### config.mk
export PLATFORM = sky130hd
export DESIGN_NAME = rf_read_arbiter
export DESIGN_NICKNAME = d
export VERILOG_FILES = /design/src/rtl/rf_read_arbiter.sv
export SDC_FILE = /design/constraint.sdc
export NUM_CORES = 1
export LEC_CHECK = 0
export ABC_AREA = 1
export BUFFER_PORTS_ARGS = -buffer_cell sky130_fd_sc_hd__buf_2
export CAP_MARGIN = 20
export CORE_ASPECT_RATIO = 0.6
export CORE_MARGIN = 3
export CORE_UTILIZATION = 25
export CTS_BUF_LIST = sky130_fd_sc_hd__clkbuf_4 sky130_fd_sc_hd__clkbuf_8
export DETAILED_ROUTE_END_ITERATION = 8
export GPL_ROUTABILITY_DRIVEN = 0
export GPL_TIMING_DRIVEN = 0
export SLEW_MARGIN = 30
export SYNTH_ARGS = -nofsm -noshare
export SYNTH_HDL_FRONTEND = slang
export SYNTH_SLANG_ARGS = --single-unit
### constraint.sdc
create_clock -name clk -period 3.35 [get_ports clk]
set_input_delay 0.5025 -clock clk [delete_from_list [all_inputs] [get_ports clk]]
set_output_delay 0.5025 -clock clk [all_outputs]
set_load 0.02 [all_outputs]
### src/rtl/rf_read_arbiter.sv
// rf_read_arbiter
// Shares one register-file read-port pair between NUM_REQ requesters.
// A round-robin grant picks one requester per cycle, its indices are
// registered onto addra/addrb, and a delay pipe matching the register-file
// latency returns the operand pair with a one-hot valid and the request tag.
module rf_read_arbiter #(
  parameter int NUM_REQ    = 3,
  parameter int ADDR_W     = 7,
  parameter int DATA_W     = 32,
  parameter int TAG_W      = 4,
  parameter int RF_LATENCY = 1
) (
  input  logic                        clk,
  input  logic                        reset,
  input  logic [NUM_REQ-1:0]          req_valid,
  output logic [NUM_REQ-1:0]          req_ready,
  input  logic [NUM_REQ*ADDR_W-1:0]   req_addra,
  input  logic [NUM_REQ*ADDR_W-1:0]   req_addrb,
  input  logic [NUM_REQ*TAG_W-1:0]    req_tag,
  input  logic                        block_i,
  input  logic                        flush_i,
  output logic [ADDR_W-1:0]           addra,
  output logic [ADDR_W-1:0]           addrb,
  input  logic [DATA_W-1:0]           dataa,
  input  logic [DATA_W-1:0]           datab,
  output logic [NUM_REQ-1:0]          rsp_valid,
  output logic [TAG_W-1:0]            rsp_tag,
  output logic [DATA_W-1:0]           rsp_dataa,
  output logic [DATA_W-1:0]           rsp_datab
);

  localparam int PTR_W = (NUM_REQ > 1) ? $clog2(NUM_REQ) : 1;
  // Stage k of the pipe is visible k+1 cycles after the grant, so the
  // last stage lines up with data arriving RF_LATENCY cycles after addra.
  localparam int DEPTH = RF_LATENCY + 1;

  logic [PTR_W-1:0]   rr_ptr_r;
  logic [PTR_W-1:0]   winner_s;
  logic [PTR_W-1:0]   ptr_next_s;
  logic [PTR_W-1:0]   cand_s;
  logic [PTR_W:0]     sum_s;
  logic               found_s;
  logic               grant_s;
  logic [NUM_REQ-1:0] grant_oh_s;
  logic [ADDR_W-1:0]  addra_r;
  logic [ADDR_W-1:0]  addrb_r;

  logic               pipe_vld_r [DEPTH];
  logic [NUM_REQ-1:0] pipe_id_r  [DEPTH];
  logic [TAG_W-1:0]   pipe_tag_r [DEPTH];

  // Priority scan starting at the round-robin pointer, wrapping modulo NUM_REQ.
  always_comb begin
    found_s  = 1'b0;
    winner_s = {PTR_W{1'b0}};
    sum_s    = {(PTR_W+1){1'b0}};
    cand_s   = {PTR_W{1'b0}};
    for (int k = 0; k < NUM_REQ; k++) begin
      sum_s = {1'b0, rr_ptr_r} + (PTR_W+1)'(k);
      if (sum_s >= (PTR_W+1)'(NUM_REQ)) begin
        sum_s = sum_s - (PTR_W+1)'(NUM_REQ);
      end else begin
        sum_s = sum_s;
      end
      cand_s = sum_s[PTR_W-1:0];
      if (!found_s && req_valid[cand_s]) begin
        found_s  = 1'b1;
        winner_s = cand_s;
      end else begin
        found_s  = found_s;
      end
    end
  end

  // A grant is suppressed while in reset, blocked or flushing.
  assign grant_s = reset & found_s & ~block_i & ~flush_i;

  // One-hot ready for the winner only.
  always_comb begin
    grant_oh_s = {NUM_REQ{1'b0}};
    if (grant_s) begin
      grant_oh_s[winner_s] = 1'b1;
    end else begin
      grant_oh_s = {NUM_REQ{1'b0}};
    end
  end

  assign req_ready = grant_oh_s;

  // Pointer moves just past the winner, wrapping from NUM_REQ-1 to 0.
  always_comb begin
    ptr_next_s = {PTR_W{1'b0}};
    if (winner_s == PTR_W'(NUM_REQ - 1)) begin
      ptr_next_s = {PTR_W{1'b0}};
    end else begin
      ptr_next_s = winner_s + PTR_W'(1);
    end
  end

  // Pointer and register-file addresses advance only on a handshake.
  always_ff @(posedge clk) begin
    if (!reset) begin
      rr_ptr_r <= {PTR_W{1'b0}};
      addra_r  <= {ADDR_W{1'b0}};
      addrb_r  <= {ADDR_W{1'b0}};
    end else if (grant_s) begin
      rr_ptr_r <= ptr_next_s;
      addra_r  <= req_addra[winner_s*ADDR_W +: ADDR_W];
      addrb_r  <= req_addrb[winner_s*ADDR_W +: ADDR_W];
    end
  end

  assign addra = addra_r;
  assign addrb = addrb_r;

  // Delay pipe tracking in-flight reads; flush and reset kill every entry.
  always_ff @(posedge clk) begin
    if (!reset) begin
      for (int s = 0; s < DEPTH; s++) begin
        pipe_vld_r[s] <= 1'b0;
        pipe_id_r[s]  <= {NUM_REQ{1'b0}};
        pipe_tag_r[s] <= {TAG_W{1'b0}};
      end
    end else if (flush_i) begin
      for (int s = 0; s < DEPTH; s++) begin
        pipe_vld_r[s] <= 1'b0;
      end
    end else begin
      pipe_vld_r[0] <= grant_s;
      pipe_id_r[0]  <= grant_oh_s;
      pipe_tag_r[0] <= req_tag[winner_s*TAG_W +: TAG_W];
      for (int s = 1; s < DEPTH; s++) begin
        pipe_vld_r[s] <= pipe_vld_r[s-1];
        pipe_id_r[s]  <= pipe_id_r[s-1];
        pipe_tag_r[s] <= pipe_tag_r[s-1];
      end
    end
  end

  // Response is driven from the last pipe stage; tag reads zero when idle.
  always_comb begin
    rsp_valid = {NUM_REQ{1'b0}};
    rsp_tag   = {TAG_W{1'b0}};
    if (pipe_vld_r[RF_LATENCY]) begin
      rsp_valid = pipe_id_r[RF_LATENCY];
      rsp_tag   = pipe_tag_r[RF_LATENCY];
    end else begin
      rsp_valid = {NUM_REQ{1'b0}};
      rsp_tag   = {TAG_W{1'b0}};
    end
  end

  assign rsp_dataa = dataa;
  assign rsp_datab = datab;

endmodule

* Yosys cells after proc, flatten, opt, wreduce, memory -nomap -nowiden
Memories as Yosys holds them, arrays and structs flattened.
Index checks and enable logic that the tools add are counted.
** Storage, ports and cells
- Register bits after elaboration :: 16
- Bits in writable memories :: 16
- Output and inout bits :: 88
- Word-level logic and storage cells :: 79
- Memories :: 3
** Memory list
- pipe_tag_r :: words 2, width 4, rd ports 2, clocked after memory_dff 0, write ports 2, RTL line 50 : logic [TAG_W-1:0] pipe_tag_r [DEPTH];
- pipe_id_r :: words 2, width 3, rd ports 2, clocked after memory_dff 0, write ports 2, RTL line 49 : logic [NUM_REQ-1:0] pipe_id_r [DEPTH];
- pipe_vld_r :: words 2, width 1, rd ports 2, clocked after memory_dff 0, write ports 2, RTL line 48 : logic pipe_vld_r [DEPTH];
** Operators by class
- $add $sub $neg :: 6
- Multipliers :: 1
- Magnitude comparators :: 8
- Equal/unequal tests :: 1
- Shifts and indexed selects :: 3
- Mux-type cells :: 36
- Bitwise operators :: 13
- Reduce and logical (&&, ||, !) cells :: 5
** Operator list (count)
- $shiftx A21 B6 Y7 :: 2
- $mux W1 :: 18
- $mux W2 :: 7
- $lt A2 B3 Y1 const B :: 4
- $mux W3 :: 4
- $mux W4 :: 3
- $shiftx A12 B5 Y4 :: 1
- $or A1 B1 Y1 :: 8
- $bmux W1 S2 :: 3
- $ge A3 B2 Y1 const B :: 2
- $sub A2 B2 Y2 const B :: 3
- $mul A2 B3 Y5 const B :: 1
- $add A2 B1 Y3 const B :: 1
- $add A2 B2 Y3 const B :: 1
- $and A1 B1 Y1 :: 3
- $logic_and A1 B1 Y1 :: 3
- $add A2 B1 Y2 const B :: 1
- $demux W1 S2 :: 1
- $eq A2 B2 Y1 const B :: 1
- $ge A2 B1 Y1 const B :: 1
- $ge A2 B2 Y1 const B :: 1
- $logic_not A1 Y1 :: 2
- $not A1 Y1 :: 2

* Longest topological paths before layout
- Word-level depth :: 17
- Gate-level depth with buffers :: 15
- Depth with buffers taken out :: 14

* Worst setup path after synthesis
OpenSTA, ideal clock, no wires.
- Kind :: register to output
- From :: reg rr_ptr_r[0]
- To :: out req_ready[0]
- Arrival time :: 2.048 ns
- Required time :: 2.847 ns
- Slack :: 0.800 ns
- Cell stages (with the launch flop) :: 12
- Path through :: dfxtp_1 > inv_1 > ha_1 > o21ai_0 > nand2_2 > nand2_4 > nor2_8 > nand2_4 > nand2_4 > buf_6 > inv_2 > nor3_1
** Between the ends
- Cells in the longest elaborated chain, start to end :: 16
** Ends and longest elaborated chain
- start, declared :: RTL line 37 : logic [PTR_W-1:0] rr_ptr_r;
- start signal, assigned :: RTL line 103 : rr_ptr_r <= {PTR_W{1'b0}};
- start signal, assigned :: RTL line 107 : rr_ptr_r <= ptr_next_s;
- parallel branches: the longest is 15 deep, another holds $add A2 B1 Y3
- $mux W3 * :: RTL line 81 : if (grant_s) begin
- end, declared :: RTL line 16 : output logic [NUM_REQ-1:0] req_ready,
Every way passes the cells marked *. The select of a mux whose other input is x is not followed.

* Final worst setup path
Same ends and word-level chain as after synthesis.

==> results_dict.tcl <==
set metrics [dict create \
    peakVddDrop_uv 126 \
    yosys.area_share.simple_pct 28.1 \
    final_cells 630 \
    power_leakage_nw 2.01 \
    fmax_mhz 332 \
    initial_core_util_pct 26.7 \
    drt_iter0_drc 111 \
    cts-htree-levels 2 \
    synthXorXnorAreaFrac_pct 0 \
    fin_crit_sh_pct 89.8 \
    status "finished clean" \
    cts_tree "built" \
    io_pins 213 \
    ys_warn_count 0 \
    die_h_microns 84.2 \
    grt_usage_pct 13.4 \
    multi_input_area_sq_um 1070 \
    critical_path_required_ns 2.85 \
    fin_crit_ns 3.01 \
    num_rows 27 \
    synth_edf_count 16 \
    setup_viol 0 \
    skew_ns 0.00449 \
    first_global_vias 2464 \
    synth_compound_area_share_pct 11.5 \
    power_switching_uw 519 \
    cp_slowest_stage_delay_ns 0.46 \
    relSlewSlack_pct 61.1 \
    drv_cap 0 \
    clk_pin_slew_worst_paths_ns 0.07 \
    worstMarginPinSlew_ns 0.582 \
    p_int_uw 882 \
    antenna_found_initial 0 \
    synth-main-ff-cell "edfxtp_1" \
    routedWlPerCell_microns 12.7 \
    layout_common_cells "154 x buf_2, 74 x nand2_1, 67 x buf_4, 29 x nand3_1, 27 x inv_1" \
    clock_sinks 32 \
    hold_violations 0 \
    pre_cts_ws_ns 0.681 \
    crit_chain "inv_1 > ha_1 > inv_2 > nand2_1 > nand3_1 > nand2_1 > nand3_1 > nand2_1 > nand2_4 > buf_2 > nor3_1 > buf_2" \
    post-cts-setup-buffer-count 0 \
    r2r_slack_ns 0.93 \
    criticalPathCategory "reg2out" \
    synth_seq_cells 32 \
    firstDrtPassIters 4 \
    cp-end-kind "output port" \
    synth.area.mux_share_pct 0 \
    crit_path_start "rr_ptr_r[0]" \
    setup_slack_ns 0.340 \
    seq_area_sq_um 801 \
    drive_above_1_share_pct 52.8 \
    syn_to_final_growth_pct 40.0 \
    ff2ff_path_depth 14 \
    crit_arrival_ns 2.51 \
    seqPwrFrac_pct 32.2 \
    p_per_area_nw_per_um2 393 \
    core_sq_um 9530 \
    grt_overflow_total 0 \
    combPwrFrac_pct 40.7 \
    via_count 2564 \
    cp-start-kind "flop" \
    ant_nets 0 \
    dieWidth_microns 136 \
    post_cts_resize_count 0 \
    hp-class "in2reg" \
    cpMaxStageDelayCell "ha_1" \
    grt_max_degree 15 \
    synth_area_sq_um 2550 \
    dp.cells 622 \
    dp_hpwl_mm 6.60 \
    path_common_cell "nand2_1" \
    postSynth.asyncResetShare_pct 0 \
    synthAdderAreaFrac_pct 1.97 \
    syn_inst 343 \
    final_common_cell "buf_2" \
    p_sw_share_pct 37.0 \
    synth_seq_area_share_pct 31.4 \
    yosysUniqueCellTypes 28 \
    viasPerCell 4.07 \
    total_power_mw 1.40 \
    n_fill_cell 1044 \
    clk_latency_ns 0.29 \
    ctsHoldBuffers 0 \
    crit_fanout 10 \
    rsz0062_at_grt "no" \
    die_area_sq_um 11500 \
    remaining_drc_errors 0 \
    synth_top_family_by_area "simple AND/OR/NAND/NOR gates" \
    power.share.clock_pct 27.0 \
    final_nets 628 \
    io_buffers 148 \
    cts_made_buffers 5 \
    cts_buffer_depth 2 \
    hold_depth 3 \
    r2r_start "rr_ptr_r[0]" \
    drv_slew 0 \
    hold_ws_ns 0.498 \
    cts_root_buffer "clkbuf_8" \
    min-delay-start "req_addra[16]" \
    synth.avg_cell_area_sq_um 7.42 \
    grt_pass1_wl_mm 12.3 \
    fin_setup_tns_ns 0 \
    wl_mm 8.00 \
    n_antenna_cell 0 \
]
layer usage:
layer / vias to the layer above / share of wire, % / global-route usage, %
met2: 103 / 47 / 21.0
met3: 7 / 8.4 / 4.97
met4: 0 / 0.58 / 2.10
met5: - / 0 / 0
met1: 1118 / 44 / 17.9
li1: 1336 / - / -
final cells by class:
cell class / instances / area share (%)
repair buffers: 148 / 20.8
flip-flops and latches: 32 / 22.5
plain buffers: 77 / 15.8
clock inverters: 3 / 1.19
inverters: 32 / 3.37
multi-input cells: 203 / 29.9
well taps: 130 / 4.56
clock buffers: 5 / 1.93
synth_stat cells, types with 3 or more instances:
| library cell | number | area, sq um |
|---|---|---|
| nand2_1 | 74 | 278 |
| buf_4 | 67 | 503 |
| nand3_1 | 29 | 145 |
| inv_1 | 27 | 101 |
| a21oi_1 | 24 | 120 |
| nor2_1 | 23 | 86.3 |
| dfxtp_1 | 16 | 320 |
| edfxtp_1 | 16 | 480 |
| o21ai_0 | 16 | 80.1 |
| a21oi_2 | 7 | 61.3 |
| buf_2 | 6 | 30.0 |
| inv_2 | 5 | 18.8 |
| nand2_4 | 5 | 56.3 |
| ha_1 | 4 | 50.1 |
| nand3_2 | 4 | 40.0 |
| nand2_2 | 3 | 18.8 |
| nor3_2 | 3 | 30.0 |
sequential cells by signal (all words and copies together), names as in the netlist:
register and flops:
pipe_tag_r 8, addra 7, addrb 7, pipe_id_r 6
pipe_vld_r 2, rr_ptr_r 2
power by group through the flow:
| stage | registers, mW | clock network (mW) | logic [mW] |
|---|---|---|---|
| final | 0.451 | 0.378 | 0.571 |
| after global routing | 0.455 | 0.413 | 0.631 |
| after CTS | 0.452 | 0.391 | 0.575 |
| after detailed placement | 0.460 | 0 | 0.574 |
| after global placement | 0.460 | 0 | 0.567 |
| after floorplan | 0.471 | 0 | 0.391 |
kinds of logic (layout without fill, tap and decap cells):
logic type	Yosys count	in the layout
fa+ha+maj	4	4
flops	32	32
buf+inv	109	265
simple gates	147	147
other cells	1	2
compound gates	50	50
stage by stage:
step                      instance area [sq um]  util (%)
after detailed placement                   3450      36.2
after CTS                                  3560      37.4
after floorplan                            2550         -
final                                      3560      37.4
after global placement                     3450      36.2
after global routing                       3560      37.4
worst paths after layout:
kind	end
max	req_ready[0]
min reg2reg	rr_ptr_r[0]
min	addra[2]
max reg2reg	pipe_tag_r[0][0]
worst max-delay path, delay by kind of cell, from the launching register on:
kind | cells | cell delay, ns
fa+ha+maj | 1 | 0.46
buf+inv | 4 | 0.58
simple gates | 7 | 0.77
flops | 1 | 0.39
(Power assumes the default switching activity.)
